==> config.mk <==
export PLATFORM = sky130hd
export DESIGN_NAME = addsub_arbiter
export DESIGN_NICKNAME = d
export VERILOG_FILES = /design/src/rtl/addsub_arbiter.sv
export SDC_FILE = /design/constraint.sdc
export NUM_CORES = 1
export LEC_CHECK = 0
export ABC_AREA = 1
export BUFFER_PORTS_ARGS = -buffer_cell sky130_fd_sc_hd__buf_2
export CAP_MARGIN = 20
export CORE_ASPECT_RATIO = 1.5
export CORE_MARGIN = 2
export CORE_UTILIZATION = 37
export DETAILED_ROUTE_END_ITERATION = 6
export PLACE_DENSITY_LB_ADDON = 0.3
export REMOVE_ABC_BUFFERS = 1
export SLEW_MARGIN = 5
export SYNTH_ARGS = -nofsm -noshare
export SYNTH_HDL_FRONTEND = slang
export SYNTH_SLANG_ARGS = --single-unit
export TNS_END_PERCENT = 100
==> constraint.sdc <==
create_clock -name clk -period 1.8 [get_ports clk]
set_input_delay 0.09 -clock clk [delete_from_list [all_inputs] [get_ports clk]]
set_output_delay 0.09 -clock clk [all_outputs]
set_load 0.05 [all_outputs]
==> src/rtl/addsub_arbiter.sv <==
// Two-requester round-robin front end for a shared 32-bit add/sub datapath.
// One operation in flight; the result is captured after a fixed settle time.
module addsub_arbiter #(
  parameter int unsigned SETTLE_CYCLES = 4
) (
  input  logic        clk,
  input  logic        rst,
  input  logic        req0_valid,
  input  logic [31:0] req0_a,
  input  logic [31:0] req0_b,
  input  logic        req0_sub,
  output logic        req0_ready,
  input  logic        req1_valid,
  input  logic [31:0] req1_a,
  input  logic [31:0] req1_b,
  input  logic        req1_sub,
  output logic        req1_ready,
  output logic [31:0] dp_a,
  output logic [31:0] dp_b,
  output logic        dp_sub,
  input  logic [31:0] dp_ans,
  input  logic        dp_cout,
  input  logic        dp_v,
  output logic        resp_valid,
  input  logic        resp_ready,
  output logic        resp_id,
  output logic [31:0] resp_ans,
  output logic        resp_cout,
  output logic        resp_v,
  output logic        busy,
  output logic [15:0] ovf_count
);

  typedef enum logic [1:0] {StIdle, StSettle, StResp} state_e;

  state_e      state_q, state_d;
  logic        last_grant_q, last_grant_d;
  logic        owner_q, owner_d;
  logic [3:0]  cnt_q, cnt_d;
  logic [31:0] dp_a_q, dp_a_d;
  logic [31:0] dp_b_q, dp_b_d;
  logic        dp_sub_q, dp_sub_d;
  logic        resp_valid_q, resp_valid_d;
  logic        resp_id_q, resp_id_d;
  logic [31:0] resp_ans_q, resp_ans_d;
  logic        resp_cout_q, resp_cout_d;
  logic        resp_v_q, resp_v_d;
  logic [15:0] ovf_q, ovf_d;

  logic gnt0, gnt1;

  // On a tie the requester that was not served last wins.
  always_comb begin
    gnt0 = req0_valid && (!req1_valid || last_grant_q);
    gnt1 = req1_valid && (!req0_valid || !last_grant_q);
  end

  assign req0_ready = (state_q == StIdle) && !rst && gnt0;
  assign req1_ready = (state_q == StIdle) && !rst && gnt1;

  always_comb begin
    state_d      = state_q;
    last_grant_d = last_grant_q;
    owner_d      = owner_q;
    cnt_d        = cnt_q;
    dp_a_d       = dp_a_q;
    dp_b_d       = dp_b_q;
    dp_sub_d     = dp_sub_q;
    resp_valid_d = resp_valid_q;
    resp_id_d    = resp_id_q;
    resp_ans_d   = resp_ans_q;
    resp_cout_d  = resp_cout_q;
    resp_v_d     = resp_v_q;
    ovf_d        = ovf_q;

    unique case (state_q)
      StIdle: begin
        if (gnt0 || gnt1) begin
          dp_a_d       = gnt1 ? req1_a   : req0_a;
          dp_b_d       = gnt1 ? req1_b   : req0_b;
          dp_sub_d     = gnt1 ? req1_sub : req0_sub;
          last_grant_d = gnt1;
          owner_d      = gnt1;
          cnt_d        = 4'(SETTLE_CYCLES);
          state_d      = StSettle;
        end
      end
      StSettle: begin
        cnt_d = cnt_q - 4'd1;
        // <= 1 also recovers if the counter was ever left at zero.
        if (cnt_q <= 4'd1) begin
          cnt_d        = 4'd0;
          resp_ans_d   = dp_ans;
          resp_cout_d  = dp_cout;
          resp_v_d     = dp_v;
          resp_id_d    = owner_q;
          resp_valid_d = 1'b1;
          state_d      = StResp;
        end
      end
      StResp: begin
        if (resp_ready) begin
          resp_valid_d = 1'b0;
          if (resp_v_q && (ovf_q != 16'hFFFF)) begin
            ovf_d = ovf_q + 16'd1;
          end
          state_d = StIdle;
        end
      end
      default: state_d = StIdle;
    endcase
  end

  always_ff @(posedge clk) begin
    if (rst) begin
      state_q      <= StIdle;
      last_grant_q <= 1'b1;
      owner_q      <= 1'b0;
      cnt_q        <= 4'd0;
      dp_a_q       <= 32'd0;
      dp_b_q       <= 32'd0;
      dp_sub_q     <= 1'b0;
      resp_valid_q <= 1'b0;
      resp_id_q    <= 1'b0;
      resp_ans_q   <= 32'd0;
      resp_cout_q  <= 1'b0;
      resp_v_q     <= 1'b0;
      ovf_q        <= 16'd0;
    end else begin
      state_q      <= state_d;
      last_grant_q <= last_grant_d;
      owner_q      <= owner_d;
      cnt_q        <= cnt_d;
      dp_a_q       <= dp_a_d;
      dp_b_q       <= dp_b_d;
      dp_sub_q     <= dp_sub_d;
      resp_valid_q <= resp_valid_d;
      resp_id_q    <= resp_id_d;
      resp_ans_q   <= resp_ans_d;
      resp_cout_q  <= resp_cout_d;
      resp_v_q     <= resp_v_d;
      ovf_q        <= ovf_d;
    end
  end

  assign dp_a       = dp_a_q;
  assign dp_b       = dp_b_q;
  assign dp_sub     = dp_sub_q;
  assign resp_valid = resp_valid_q;
  assign resp_id    = resp_id_q;
  assign resp_ans   = resp_ans_q;
  assign resp_cout  = resp_cout_q;
  assign resp_v     = resp_v_q;
  assign busy       = (state_q != StIdle);
  assign ovf_count  = ovf_q;

endmodule

### Word-level counts from Yosys, hierarchy flattened

Index checks and enable logic that the tools add are counted.

| cells by class | value |
|---|---|
| eq/ne operators | 6 |
| $add $sub $neg | 2 |
| reductions and logical operators | 23 |
| mux-type cells | 13 |
| $lt $le $gt $ge | 1 |

Operator list:

| operator | number |
|---|---|
| 32-bit two-way mux | 2 |
| 16-bit by 1-bit adder with 16-bit output (second input constant) | 1 |
| 16-bit inequality test (second input constant) | 1 |
| 3-bit AND reduction | 3 |
| 4-bit two-way mux | 2 |
| 4-bit one-hot mux with 2 select lines | 1 |
| 1-bit logical AND | 6 |
| 2-bit two-way mux | 3 |
| 2-bit one-hot mux with 3 select lines | 1 |
| 2-bit AND reduction | 3 |
| 2-bit nonzero test | 3 |
| 4-bit by 1-bit less-or-equal comparator with 1-bit output (second input constant) | 1 |
| 1-bit logical NOT | 4 |
| 2-bit inequality test (second input constant) | 2 |
| 4-bit by 1-bit subtractor with 4-bit output (second input constant) | 1 |
| 1-bit logical OR | 3 |
| 1-bit two-way mux | 3 |
| 2-bit by 1-bit == test with 1-bit output (second input constant) | 1 |
| 2-bit == test (second input constant) | 1 |
| 2-bit logical NOT | 1 |
| 2-bit by 1-bit inequality test with 1-bit output (second input constant) | 1 |
| 1-bit one-hot mux with 2 select lines | 1 |

| word-level totals | value |
|---|---|
| input port bits | 169 |
| logic and storage cells | 58 |
| register bits | 125 |

### Logic depth before layout (Yosys ltp)

| logic depth | value |
|---|---|
| word-level depth | 6 |
| gate-level depth with buffers | 11 |

### Least setup slack after synthesis

No wires, ideal clock.

| timing | value |
|---|---|
| path kind | register -> output |
| from | reg state_q[1] |
| to | out req0_ready |
| buffers on the path | 0 |
| cell stages (with the launch flop) | 4 |
| slack | -0.155 ns |
| data required time | 1.710 ns |
| arrival time | 1.865 ns |
| cells stage by stage | dfxtp_1 nor2_2 inv_1 nor3_1 |

| on the way | value |
|---|---|
| longest elaborated chain between the ends | 3 |

RTL lines:

| what | line | RTL |
|---|---|---|
| start, declared | 36 | `state_e state_q, state_d;` |
| start signal, assigned | 116 | `state_q <= StIdle;` |
| start signal, assigned | 130 | `state_q <= state_d;` |
| 2-bit logical NOT | 58 | `assign req0_ready = (state_q == StIdle) && !rst && gnt0;` |
| 1-bit logical AND (2 in series) | 58 |  |
| end, declared | 12 | `output logic req0_ready,` |

Every way passes these cells.

### Worst setup path after layout

| timing | value |
|---|---|
| from | reg cnt_q[0] |
| to | reg resp_ans_q[5] (netlist: resp_ans[5]) |

| on the way | value |
|---|---|
| longest elaborated chain between the ends | 2 |

RTL lines:

| what | line | RTL |
|---|---|---|
| start, declared | 39 | `logic [3:0] cnt_q, cnt_d;` |
| start signal, assigned | 133 | `cnt_q <= cnt_d;` |
| 4-bit by 1-bit less-or-equal comparator with 1-bit output | 91 | `if (cnt_q <= 4'd1) begin` |
| 2-bit AND reduction (no source line) | - |  |
| end signal, assigned | 139 | `resp_ans_q <= resp_ans_d;` |
| end, declared | 45 | `logic [31:0] resp_ans_q, resp_ans_d;` |

Every way passes these cells.
A chain may end at the register's enable or synchronous reset.

==> flow_summary.yaml <==
global_route:
  grt_pass1_wl_um: 33600
  grt_max_degree: 46
  grt_usage_pct: 27.0
  grt_pass1_vias: 6937
  grt_remaining_overflow: 0
  antenna_found_initial: 1
sta:
  skew_ns: 0.0131
  rsz0062_at_grt: "false"
  finalCritPeriodShare_pct: 88.5
  whs_ns: 0.0198
  tightest_slew_ns: 0.459
  finalSetupViolCount: 0
  slew_viol_final: 0
  finalHoldViolations: 0
  min_period_ns: 1.59
  timing.fmax_mhz: 627
  relSlewSlack_pct: 69.4
clocking:
  cts.repair.resized: 0
  cts_made_buffers: 17
  cts.path.max_buffers: 2
  worstSkewPairLatency_ns: 0.42
  cts.htree.levels: 4
  cts_tree: "built"
  cts-root-buf: "clkbuf_16"
  cts.sinks: 125
  hold_buffers: 165
  cts_setup_buffers: 0
  path_clk_slew_ns: 0.06
worst_hold_path:
  hold_class: "in2reg"
  hold_start: "resp_ready"
setup_path:
  crit_path_cell_trace: "inv_1 > ha_1 > o21ai_2 > inv_2 > nand2_1 > buf_4 > nand2_1 > a21oi_1"
  crit_start: "cnt_q[0]$_SDFFE_PP0P_"
  critPathRequiredTime_ns: 2.14
  worstSetupPathType: "reg2reg"
  reg2reg_from: "cnt_q[0]$_SDFFE_PP0P_"
  cpPeakStageDelay_ns: 0.37
  crit_path_frequent_cell: "nand2_1"
  cp_slowest_cell: "dfxtp_1"
  cp_max_fo: 19
  setup.worst_path.end_class: "flop"
  cp-start-kind: "flop"
  crit_arrival_ns: 1.93
run:
  drv_cap: 0
pwr:
  clockPowerShare_pct: 25.6
  power_frac_comb_pct: 45.4
  p_sw_share_pct: 46.3
  p_switching_mw: 6.13
  vdd_ir_drop_max_mv: 1.01
  p_per_area_nw_per_um2: 1420
  pwr-share-seq_pct: 29.0
  p_int_mw: 7.11
  power_leakage_nw: 4.37
synthesis:
  yosysMostFrequentCell: "nand2_1"
  synth_common_cells: "226 x nand2_1, 125 x dfxtp_1, 65 x a31oi_1"
  synth-edff-count: 0
  syn_area_um2: 5420
  ys_seq_area_share_pct: 46.2
  synth_top_area_cell: "dfxtp_1"
  yosys-top-cells-area: "dfxtp_1 46%, nand2_1 16%, a31oi_1 7.5%, a21oi_1 4.4%, nand3_1 4.1%"
  avgSynthCellArea_um2: 7.36
  synth_top_area_share_pct: 46.2
  ys_seq_elements: 125
  netlist_instances: 737
  synth_cell_types: 32
  synth-async-reset-ratio_pct: 0
  yosysWarnings: 0
  synth_top_flop_cell: "dfxtp_1"
placed_design:
  io_buffers: 288
  dp_hpwl_um: 12800
  gp_congestion: 0.802
status:
  status: "finished, final reports clean"
detailed_routing:
  wire_per_inst_um: 15.6
  drt_iter0_drc: 302
  drt.antenna.violating_nets: 0
  wl_um: 21600
  route.vias.total: 6983
  drc_errors: 0
  drt_first_pass_iters: 4
  via_per_inst: 5.03
floorplanning:
  rows: 54
  coreArea_um2: 14500
  die_y_um: 152
  start_util_pct: 37.5
  ioPinCount: 289
  die_w_um: 103
  die_area_um2: 15700
finish:
  layout-drive-gt1-share_pct: 31.4
  postLayoutCoreUtil_pct: 64.5
  syn_to_final_growth_pct: 72.1
  n_fill_cell: 1207
  nNetsFinal: 1351
placed cells by master (no fill, tap or decap), types with 2 or more instances in the layout:
cell and n:
a21oi_1 48, a31oi_1 65, buf_12 7, buf_2 288, buf_4 17, clkbuf_16 17
clkinv_2 2, dfxtp_1 125, dlygate4sd3_1 165, ha_1 3, inv_1 25, inv_2 5
inv_6 8, inv_8 2, nand2_1 225, nand2_2 4, nand3_1 44, nand3_2 9
nor2_1 36, nor2_2 5, nor2_4 4, nor3_1 7, o21ai_0 33, o21ai_1 35
xor2_1 2
cells by family after synthesis:
group / Yosys count / synth area share, %
AOI/OAI and AO/OA: 183 / 18.5
adders and majority gates: 3 / 0.692
buffers and inverters: 85 / 7.43
xor gates and xnor gates: 2 / 0.323
DFF: 125 / 46.2
and+or+nand+nor: 339 / 26.9
metal layers:
layer / track usage, % / vias to the layer above / part of all wire (%)
li1: - / 3358 / -
met1: 30.7 / 3225 / 39
met2: 45.5 / 321 / 49
met3: 7.11 / 79 / 7.0
met4: 14.2 / 0 / 4.6
met5: 0 / - / 0
registers in the layout (all words and copies together) (netlist names), 2 cells and up:
name       count
cnt_q          4
dp_a          32
dp_b          32
ovf_count     16
resp_ans      32
state_q        2
area by class of cell:
cell class	count	area, um2	share of cell area [%]
Timing Repair Buffer	477	3360	36.0
Antenna cell	1	2.50	0.0268
Clock inverter	14	144	1.54
Clock buffer	18	439	4.71
Multi-Input combinational cell	527	2520	27.0
Tap cell	196	245	2.63
Inverter	31	118	1.26
Sequential cell	125	2500	26.8
metrics by stage:
step	power, mW	setup TNS (ns)	setup slack, ns	instance area [um2]	std cells
global placement	9.46	0	0.270	7100	1191
detailed placement	9.49	0	0.211	7100	1191
CTS	13.2	0	0.190	9330	1388
finish	13.2	0	0.206	9330	1389
floorplan	7.79	-120.40	-1.16	5130	683
global route	13.9	0	0.0305	9330	1389
power groups by stage:
stage | Combinational (mW) | Clock (mW) | Sequential, mW
final | 6.01 | 3.39 | 3.84
after global routing | 6.39 | 3.56 | 3.92
after CTS | 5.91 | 3.45 | 3.82
after detailed placement | 5.63 | 0 | 3.86
after global placement | 5.61 | 0 | 3.85
after floorplan | 1.75 | 0 | 6.04
final timing paths:
kind                                     to  slack, ns  cells after the start
setup / recovery   resp_ans[5]$_SDFFE_PP0P_       0.21                      8
hold reg to reg   resp_ans[14]$_SDFFE_PP0P_       0.46                      2
setup reg to reg   resp_ans[5]$_SDFFE_PP0P_       0.21                      8
hold / removal      state_q[1]$_SDFFE_PP0P_       0.02                      4
worst max-delay path: cells and delay by family (launching register included):
kind,cells,cell delay [ns]
DFF,1,0.37
AOI/OAI and AO/OA,2,0.34
adders and majority gates,1,0.23
and+or+nand+nor,2,0.19
buffers and inverters,3,0.38
Power figures use the tool's default switching activity.
